===== config.mk =====
export PLATFORM = sky130hd
export DESIGN_NAME = con_writer
export DESIGN_NICKNAME = d
export VERILOG_FILES = /design/src/rtl/con_writer.sv
export SDC_FILE = /design/constraint.sdc
export NUM_CORES = 1
export LEC_CHECK = 0
export BUFFER_PORTS_ARGS = -buffer_cell sky130_fd_sc_hd__buf_2
export CAP_MARGIN = 20
export CELL_PAD_IN_SITES_DETAIL_PLACEMENT = 0
export CELL_PAD_IN_SITES_GLOBAL_PLACEMENT = 1
export CORE_MARGIN = 10
export CORE_UTILIZATION = 36
export CTS_CLUSTER_DIAMETER = 40
export DETAILED_ROUTE_END_ITERATION = 10
export HOLD_SLACK_MARGIN = 0.15
export PLACE_DENSITY_LB_ADDON = 0.1
export SETUP_SLACK_MARGIN = 0.2
export SYNTH_ARGS = -nofsm -noshare
export SYNTH_HDL_FRONTEND = slang
export SYNTH_SLANG_ARGS = --single-unit
export TNS_END_PERCENT = 20

===== constraint.sdc =====
create_clock -name CLK -period 2.65 [get_ports CLK]
set_input_delay 0.1325 -clock CLK [delete_from_list [all_inputs] [get_ports CLK]]
set_output_delay 0.1325 -clock CLK [all_outputs]
set_load 0.01 [all_outputs]

===== src/rtl/con_writer.sv =====
// rtl/con_writer.sv - 80x50 text console writer: character put, clear and scroll over a VRAM port
module con_writer #(
  parameter int RD_LATENCY     = 1,
  parameter bit CLEAR_ON_RESET = 1'b1
) (
  input  logic        CLK,
  input  logic        RST,
  input  logic        CH_VALID,
  output logic        CH_READY,
  input  logic [7:0]  CH_DATA,
  input  logic [11:0] COLOR,
  output logic [15:0] WRADDR,
  output logic [3:0]  BYTEEN,
  output logic        WREN,
  output logic [31:0] WRDATA,
  output logic [15:0] RDADDR,
  output logic        RDEN,
  input  logic [31:0] RDDATA,
  output logic [6:0]  CUR_COL,
  output logic [5:0]  CUR_ROW,
  output logic        BUSY
);

  typedef enum logic [2:0] {
    INIT_CLR, IDLE, PUT, CLR, SCR_RD, SCR_WAIT, SCR_WR, SCR_FILL
  } state_t;

  localparam logic [11:0] LAST_IDX   = 12'd3999;
  localparam logic [11:0] LAST_SCR   = 12'd3919;
  localparam logic [11:0] ROW_WORDS  = 12'd80;
  localparam logic [31:0] SPACE_WORD = 32'h0000_0020;
  // Final SCR_WAIT count; only reachable when RD_LATENCY > 1.
  localparam logic [1:0]  WAIT_LAST  = 2'(RD_LATENCY - 2);

  state_t      state_q, state_d;
  logic [11:0] idx_q, idx_d;
  logic [1:0]  wait_q, wait_d;
  logic [6:0]  col_q, col_d;
  logic [5:0]  row_q, row_d;
  logic [7:0]  ch_q, ch_d;
  logic [11:0] color_q, color_d;

  logic        printable;
  logic        start_scroll;
  logic [11:0] cur_idx;
  logic        unused_rddata;

  assign printable     = (ch_q >= 8'h20) && (ch_q <= 8'h7E);
  assign cur_idx       = {6'd0, row_q} * ROW_WORDS + {5'd0, col_q};
  assign unused_rddata = ^RDDATA[31:20];

  function automatic logic [15:0] byte_addr(input logic [11:0] idx);
    return {2'b00, idx, 2'b00};
  endfunction

  // State, index and cursor registers; reset aborts any clear/scroll in flight.
  always_ff @(posedge CLK) begin
    if (RST) begin
      state_q <= CLEAR_ON_RESET ? INIT_CLR : IDLE;
      idx_q   <= '0;
      wait_q  <= '0;
      col_q   <= '0;
      row_q   <= '0;
      ch_q    <= '0;
      color_q <= '0;
    end else begin
      state_q <= state_d;
      idx_q   <= idx_d;
      wait_q  <= wait_d;
      col_q   <= col_d;
      row_q   <= row_d;
      ch_q    <= ch_d;
      color_q <= color_d;
    end
  end

  // Next state: decode the captured code, sequence clear and scroll word loops.
  always_comb begin
    state_d      = state_q;
    idx_d        = idx_q;
    wait_d       = wait_q;
    col_d        = col_q;
    row_d        = row_q;
    ch_d         = ch_q;
    color_d      = color_q;
    start_scroll = 1'b0;
    case (state_q)
      IDLE: begin
        if (CH_VALID) begin
          ch_d    = CH_DATA;
          color_d = COLOR;
          state_d = PUT;
        end
      end
      PUT: begin
        state_d = IDLE;
        if (printable) begin
          if (col_q != 7'd79) begin
            col_d = col_q + 7'd1;
          end else if (row_q != 6'd49) begin
            col_d = '0;
            row_d = row_q + 6'd1;
          end else begin
            start_scroll = 1'b1;
          end
        end else begin
          case (ch_q)
            8'h0A: begin
              if (row_q != 6'd49) begin
                col_d = '0;
                row_d = row_q + 6'd1;
              end else begin
                start_scroll = 1'b1;
              end
            end
            8'h0D: col_d = '0;
            8'h08: if (col_q != 7'd0) col_d = col_q - 7'd1;
            8'h0C: begin
              state_d = CLR;
              idx_d   = '0;
            end
            default: ;
          endcase
        end
        // Cursor stays put during the scroll; it lands on (49,0) at the end.
        if (start_scroll) begin
          state_d = SCR_RD;
          idx_d   = '0;
        end
      end
      INIT_CLR, CLR: begin
        if (idx_q == LAST_IDX) begin
          state_d = IDLE;
          col_d   = '0;
          row_d   = '0;
        end else begin
          idx_d = idx_q + 12'd1;
        end
      end
      SCR_RD: begin
        wait_d  = '0;
        state_d = (RD_LATENCY > 1) ? SCR_WAIT : SCR_WR;
      end
      SCR_WAIT: begin
        if (wait_q == WAIT_LAST) state_d = SCR_WR;
        else                     wait_d  = wait_q + 2'd1;
      end
      SCR_WR: begin
        idx_d   = idx_q + 12'd1;
        state_d = (idx_q == LAST_SCR) ? SCR_FILL : SCR_RD;
      end
      SCR_FILL: begin
        if (idx_q == LAST_IDX) begin
          state_d = IDLE;
          col_d   = '0;
          row_d   = 6'd49;
        end else begin
          idx_d = idx_q + 12'd1;
        end
      end
      default: state_d = IDLE;
    endcase
  end

  // Outputs decoded from state; everything is forced quiet while RST is high.
  always_comb begin
    CH_READY = 1'b0;
    WREN     = 1'b0;
    RDEN     = 1'b0;
    BUSY     = 1'b0;
    WRADDR   = '0;
    RDADDR   = '0;
    WRDATA   = '0;
    BYTEEN   = '0;
    CUR_COL  = '0;
    CUR_ROW  = '0;
    if (!RST) begin
      CUR_COL = col_q;
      CUR_ROW = row_q;
      case (state_q)
        IDLE: CH_READY = 1'b1;
        PUT: begin
          if (printable) begin
            WREN   = 1'b1;
            WRADDR = byte_addr(cur_idx);
            WRDATA = {12'h000, color_q, 1'b0, ch_q[6:0]};
          end
        end
        INIT_CLR, CLR, SCR_FILL: begin
          BUSY   = 1'b1;
          WREN   = 1'b1;
          WRADDR = byte_addr(idx_q);
          WRDATA = SPACE_WORD;
        end
        SCR_RD: begin
          BUSY   = 1'b1;
          RDEN   = 1'b1;
          RDADDR = byte_addr(idx_q + ROW_WORDS);
        end
        SCR_WAIT: BUSY = 1'b1;
        SCR_WR: begin
          BUSY   = 1'b1;
          WREN   = 1'b1;
          WRADDR = byte_addr(idx_q);
          WRDATA = {12'h000, RDDATA[19:0]};
        end
        default: ;
      endcase
      if (WREN) BYTEEN = 4'b0111;
    end
  end

endmodule


* Word level (Yosys, flattened, before mapping) *
Cells that the tools add are included.

operators by class
  $add $sub $neg = 7
  multipliers = 1
  order comparisons = 2
  eq/ne operators = 29
  muxes and demuxes = 56
  reduce and logical (&&, ||, !) cells = 17

operators by type and width
  cell                                                               number
  case mux 20 bit (3 select lines)                                   1
  two-way mux 14 bit                                                 4
  two-way mux 12 bit                                                 4
  two-way mux 6 bit                                                  7
  two-way mux 7 bit                                                  6
  two-way mux 20 bit                                                 2
  case mux 12 bit (3 select lines)                                   1
  == test 8 x 4 -> 1 bit, second input constant                      4
  case mux 14 bit (2 select lines)                                   1
  == test 12 bit, second input constant                              2
  case mux 7 bit (3 select lines)                                    1
  two-way mux 3 bit                                                  6
  case mux 3 bit (6 select lines)                                    1
  case mux 6 bit (3 select lines)                                    1
  two-way mux 1 bit                                                  14
  case mux 7 bit (2 select lines)                                    1
  adder 12 x 1 -> 12 bit, second input constant                      1
  adder 12 x 7 -> 12 bit                                             1
  adder 12 x 7 -> 12 bit, second input constant                      1
  == test 3 bit, second input constant                               4
  != test 2 bit, second input constant                               6
  greater-or-equal comparator 8 x 6 -> 1 bit, second input constant  1
  less-or-equal comparator 8 x 7 -> 1 bit, second input constant     1
  multiplier 6 x 3 -> 8 bit, second input constant                   1
  31 further kinds                                                   40

storage, ports and cells
  register bits after elaboration = 50
  input bits = 55
  output and inout port bits = 85
  logic and storage cells = 119

* Longest topological paths before layout *
Gate-level depths: netlist (run 1).

  depth after elaboration = 7
  depth in mapped cells = 10
  gate-level depth less buffers = 10

* Worst setup path before layout (run 1) *
No wires, ideal clock.

  path type = reg-to-output
  start point = register row_q[3]
  end point = output port WRADDR[13]
  data arrival time = 2201 ps
  required time = 2518 ps
  path slack = 316 ps
  stages on the path, launching flop included = 9
  path buffers = 0
  cell sequence = dfxtp_1 > ha_1 > ha_1 > inv_1 > fa_1 > nor3b_1 > nand3_1 > xnor2_1 > a32o_1

on the way
  cells in the longest elaborated chain, start to end = 5

ends and longest elaborated chain
  what                              RTL line  RTL
  start, declared                   39        logic [5:0] row_q, row_d;
  start signal, assigned            71        row_q <= row_d;
  multiplier 6 x 3 -> 8 bit         49        assign cur_idx = {6'd0, row_q} * ROW_WORDS + {5'd0, col_q};
  adder 12 x 7 -> 12 bit            49
  two-way mux 14 bit                183       if (printable) begin
  case mux 14 bit (2 select lines)  180       case (state_q)
  two-way mux 14 bit                177       if (!RST) begin
  end, declared                     12        output logic [15:0] WRADDR,

Every way passes these cells.

* Worst setup path in the final report (run 1) *
  start point = register row_q[3]
  end point = output port WRADDR[12]

The elaborated chain is that of the path after synthesis.

==> key figures, run 1 <==
STA
  – Hold Violations, Final: 0
  – Final period utilization: 0.962
  – RSZ-0062 raised after global routing: yes
  – Tmin final: ~2.6 ns
  – Slew HR: 0.464
  – Worst-Margin Slew: around 0.8 ns
  – Max-slew violation count: 0
  – Final Skew: roughly 0.0061 ns
  – # setup viols final: 0
  – Fmax: ~390 MHz
  – TNS Setup: 0 ns

Logic synthesis
  – Post-synth cell types: 73
  – Number of synthesized flops with an enable pin: 0
  – Flops & latches, synth: 50
  – Synthesized area per cell: slightly above 7 um2
  – Synth async-reset ratio: 0
  – Ys flop type: dfxtp_1
  – Register area share after synthesis: 0.234
  – Mapped cell area: 4280 um2
  – Warnings, synthesis: 0
  – Gate Count Post-Synth: between 500 and 600

Final layout
  – Layout net count: just over 800
  – Most frequent cells in the layout: 106 x buf_2, 72 x nand2_1, 71 x nor2_1, 50 x a21oi_1, 44 x dfxtp_1
  – Most common cell after layout, fill and taps aside: buf_2
  – Layout cells sized above 1: 0.272
  – Final design area excluding fillers: ~5500 um2
  – N_diodes: 0
  – Synth-to-Final Area Change: 29.0%

Clock network
  – Clock sinks: 50
  – CTS tree: done
  – Clk Latency, worst-skew pair: about 0.3 ns
  – CTS Root Buffer Type: clkbuf_16
  – CTS Buffer Depth: 2
  – Clock slew at reported path FFs: 0.08 ns
  – Cts bufs inserted: 5
  – Htree depth: 2

Worst setup path
  – CP max FO: 7
  – Cells along the critical path: buf_4, ha_1, ha_4, a21oi_4, xnor2_2, buf_4, xor2_1, a22oi_1, nor2_1, buf_2
  – Slowest cell delay on critical path: 0.34 ns
  – WS Path Type: flip-flop to primary output
  – CP bufs+invs: 3
  – WP data required: ~2.5 ns
  – CP Launch Type: flip-flop
  – CP max-delay cell: dfxtp_2
  – Most numerous cell on the critical path: buf_4
  – Worst EP arrival: about 2.4 ns
  – Crit path max-delay family: adder cells
  – Crit. End Element: primary output

Die
  – Initial Utilization: 0.371
  – Die Width: 129 um
  – I/O Pins: 140
  – Core area: 11,500 um2
  – DIE AREA: between 15,000 and 20,000 um2
  – Rows: 39
  – Die span in y: 129 um

Global route
  – Vias in the first global route: 4,758
  – GR Util All Layers: 0.174
  – Initial antenna violation count: 0
  – Pin count of the biggest net entering global routing: 53
  – First-pass GRT wire length: 24,000 um
  – Gr ovfl total: 0

Placed design
  – Placed instance area: roughly 5000 um2
  – GPL Wtd Cong: about 0.9
  – Port Buffers: 106
  – Post-DP HPWL: about 11,000 um

Routing
  – Vias per std cell: approximately 5.4
  – Iter 0 DRT Violations: 305
  – Drc violations: 0
  – Total number of vias: roughly 4,700
  – Post-detailed-route count of antenna-violating nets: 0
  – First drt pass iteration count: 4
  – WL per Instance: 16.9 um
  – Final wirelength: between 10,000 and 15,000 um

Status
  – Status: finished, final reports clean

Power
  – Leak Pwr: about 2.4 nW
  – Power per cell area: between 200 and 300 nW/um2
  – Peak supply drop: ~250 uV

Run
  – Maxcap violations: 0

Hold path
  – Min-delay worst type: input pin to flip-flop
[cells by family after synthesis]
kind of cell,synth area share
muxes,0.00731
adders and majority gates,0.0708
AOI/OAI and AO/OA,0.260
xor gates and xnor gates,0.0307
and+or+nand+nor,0.297
buffers and inverters,0.0992
DFF,0.234
other,0.000877
[path summary, 6_finish.rpt]
path | start | end | slack (ns) | cells past startpoint
setup / recovery | row_q[3] | WRADDR[12] | 0.1 | 10
hold / removal | RST | wait_q[0] | 0.19 | 2
setup reg to reg | idx_q[0] | row_q[3] | 0.30 | 7
hold reg to reg | color_q[3] | color_q[3] | 0.46 | 2
[flip-flops by register name (all words and copies together) (netlist names)]
signal,count
state_q,3
row_q,6
ch_q,8
idx_q,12
color_q,12
wait_q,2
col_q,7
[metrics by stage]
step	cells	worst slack, ns	hold WS [ns]	power, mW	util
finish	874	0.0994	0.185	1.59	0.479
detailed placement	844	0.248	0.383	0.882	0.436
floorplan	618	0.316	0.268	0.855	-
global route	874	0.0339	0.197	1.65	0.479
global placement	844	0.242	0.375	0.881	0.436
CTS	873	0.0501	0.183	1.61	0.472
[where the power goes]
group	leakage (nW)	total [mW]	switching, mW	internal (mW)
Clock	0.0763	0.704	0.341	0.363
Combinational	1.93	0.128	0.0702	0.0579
Sequential	0.407	0.759	0.00677	0.752
[cells in the mapped netlist (all sizes together), types with 3 or more instances]
cell type | count | area (um2)
nor2 | 75 | 289
nand2 | 72 | 270
a21oi | 52 | 264
dfxtp | 50 | 1000
buf | 34 | 233
o21ai | 31 | 159
a22oi | 30 | 225
clkbuf | 29 | 109
nor3 | 22 | 110
ha | 21 | 263
inv | 21 | 78.8
nand3 | 17 | 90.1
and2 | 12 | 75.1
and3 | 11 | 68.8
nand4 | 10 | 68.8
or3 | 9 | 56.3
nor2b | 8 | 50.1
xor2 | 8 | 70.1
a211oi | 7 | 57.6
xnor2 | 7 | 61.3
a31oi | 5 | 31.3
nor3b | 5 | 53.8
a21o | 4 | 30.0
a311oi | 4 | 35.0
o32ai | 4 | 35.0
o22ai | 3 | 31.3
o31ai | 3 | 22.5
[what timing repair did]
| item | CTS | global route |
|---|---|---|
| hold endpoints to repair | 20 | 0 |
| setup buffers | 1 | 1 |
| resized for setup | 12 | 14 |
| endpoints found under the setup margin | 34 | 10 |
| hold buffers | 20 | 0 |
| pin swaps | 5 | 12 |
[final cells by class]
class | count | area (um2)
Clock inverter | 3 | 28.8
Multi-Input combinational cell | 483 | 3040
Inverter | 22 | 82.6
Clock buffer | 5 | 125
Fill cell | 1189 | 6000
Timing Repair Buffer | 168 | 1050
Sequential cell | 50 | 1010
Tap cell | 143 | 179
[per-layer routing]
| metal | vias up | global-route usage | wire, um |
|---|---|---|---|
| met2 | 183 | 0.289 | 6770 |
| li1 | 2361 | - | - |
| met5 | - | 0 | 0 |
| met1 | 2156 | 0.218 | 6730 |
| met3 | 17 | 0.0439 | 1070 |
| met4 | 0 | 0.0455 | 239 |
Power figures use the tool's default switching activity.
==> run 2: changes to the inputs <==
Settings changed: SETUP_SLACK_MARGIN 0.2 to unset.
==> key figures, run 2 (synthesis gave the netlist of run 1 again) <==
Status
  – Status: finished, final reports clean

Power
  – Power per cell area: a little under 300 nW/um2
  – Leak Pwr: 2.41 nW
  – Peak supply drop: roughly 250 uV

Clock network
  – Clock sinks: 50
  – Htree depth: 2
  – Clk Latency, worst-skew pair: 0.30 ns
  – CTS Buffer Depth: 2
  – CTS Root Buffer Type: clkbuf_16
  – Cts bufs inserted: 5
  – Clock slew at reported path FFs: about 0.080 ns
  – CTS tree: done

Worst setup path
  – Critical Path End: WRADDR[12]
  – CP max FO: 7
  – Crit Reg-Reg Startpoint: ch_q[4]
  – WS Path Type: flip-flop to primary output
  – WP data required: roughly 2.5 ns
  – Setup slack, reg-to-reg: about 0.18 ns
  – Worst r2r dst: col_q[0]
  – CP Launch Type: flip-flop
  – Crit. End Element: primary output
  – R2r worst-path depth: 5
  – Critical path startpoint: row_q[3]
  – Worst EP arrival: approximately 2.4 ns

Routing
  – Drc violations: 0
  – Iter 0 DRT Violations: approximately 370
  – Vias per std cell: around 5.4
  – First drt pass iteration count: 5
  – Total number of vias: approximately 4,700
  – Final wirelength: about 15,000 um
  – Post-detailed-route count of antenna-violating nets: 0
  – WL per Instance: ~17 um

STA
  – Final period utilization: 0.960
  – Fmax: 393 MHz
  – Max-slew violation count: 0
  – Tmin final: between 2 and 3 ns
  – Slew HR: 0.467
  – Hold Violations, Final: 0
  – # setup viols final: 0
  – Final Skew: around 0.0054 ns
  – Fin worst setup slack: roughly 0.10 ns
  – Worst-Margin Slew: roughly 0.8 ns
  – Min Hold Slack: ~0.18 ns

Final layout
  – Layout net count: 807
  – Final design area excluding fillers: approximately 5400 um2
  – Layout cells sized above 1: 0.262
  – Most frequent cells in the layout: 106 x buf_2, 72 x nand2_1, 71 x nor2_1, 50 x a21oi_1, 46 x dfxtp_1
  – N_diodes: 0
  – Most common cell after layout, fill and taps aside: buf_2
  – Synth-to-Final Area Change: 27.4%
  – Largest regs: color_q x12, idx_q x12, ch_q x8
  – Final cell count without fillers: roughly 870

Global route
  – Initial antenna violation count: 0
  – Pin count of the biggest net entering global routing: 53
  – Gr ovfl total: 0
  – GR Util All Layers: 0.173
  – Vias in the first global route: 4,746
  – First-pass GRT wire length: around 24,000 um

Placed design
  – Placed instance area: slightly above 5000 um2
  – Post-DP HPWL: between 10,000 and 15,000 um
  – GPL Wtd Cong: around 0.90
  – Port Buffers: 106
  – Post-Place Cells: ~840
  – Place WS: roughly 0.25 ns

Die
  – Initial Utilization: 0.371
  – Rows: 39
  – Die Width: 129 um
  – I/O Pins: 140
  – Die span in y: 129 um
  – Core area: about 12,000 um2
  – DIE AREA: between 15,000 and 20,000 um2

Run
  – Maxcap violations: 0

Hold path
  – Min-delay worst type: input pin to flip-flop
## run 2: cell count changes in the layout (fill, tap and decap cells not counted), sizes merged
| cell | delta |
|---|---|
| buf | -1 |
## run 2: power breakdown
part	internal, mW	leakage (nW)	switching [mW]
registers	0.754	0.405	0.00676
logic	0.0579	1.92	0.0695
clock network	0.363	0.0763	0.340
## run 2: worst max-delay path: stages (launching register included)
cell and delay, ns:
dfxtp_2 0.34, buf_4 0.15, ha_1 0.30, ha_1 0.35, xor2_1 0.22, nor3_1 0.21, xor2_1 0.20, a22oi_1 0.09
nor2_1 0.11, buf_2 0.14
## run 2: area by class of cell
cell class | instances | area (um2)
repair buffers | 167 | 1040
clock inverters | 3 | 28.8
inverters | 22 | 82.6
well taps | 143 | 179
flip-flops and latches | 50 | 1010
multi-input cells | 483 | 2990
clock buffers | 5 | 125
fillers | 1203 | 6070
## run 2: worst min-delay path by stage
stage                     cells after the start  startpoint  slack [ns]          to
after CTS                                     2         RST        0.18   wait_q[0]
after global placement                        3    COLOR[2]        0.37  color_q[2]
after floorplan                               2    COLOR[0]        0.27  color_q[0]
final                                         2         RST        0.18   wait_q[0]
after detailed placement                      3    COLOR[4]        0.38  color_q[4]
after global routing                          2         RST        0.20   wait_q[1]
## run 2: per-layer routing
metal	share of wire	GRT usage	routed length [um]	vias to the layer above
li1	-	-	-	2355
met5	0	0	0	-
met2	0.46	0.289	6690	179
met3	0.078	0.0439	1150	13
met1	0.45	0.218	6600	2170
met4	0.016	0.0455	231	0
## run 2: timing repair
item | 4_1_cts | 5_1_grt
pin swaps | 1 | 9
buffers inserted | 0 | 1
hold buffers | 20 | 0
hold endpoints to repair | 20 | 0
endpoints found under the setup margin | 6 | 3
resized for setup | 2 | 13
## run 2: through the flow
| stage | util | total power, mW | TNS [ns] |
|---|---|---|---|
| 6_report | 0.473 | 1.59 | 0 |
| 5_1_grt | 0.473 | 1.65 | -0.00397 |
| 4_1_cts | 0.468 | 1.61 | -0.0217 |
| 3_5_place_dp | 0.436 | 0.882 | 0 |
| 3_3_place_gp | 0.436 | 0.881 | 0 |
| 2_1_floorplan | - | 0.855 | 0 |
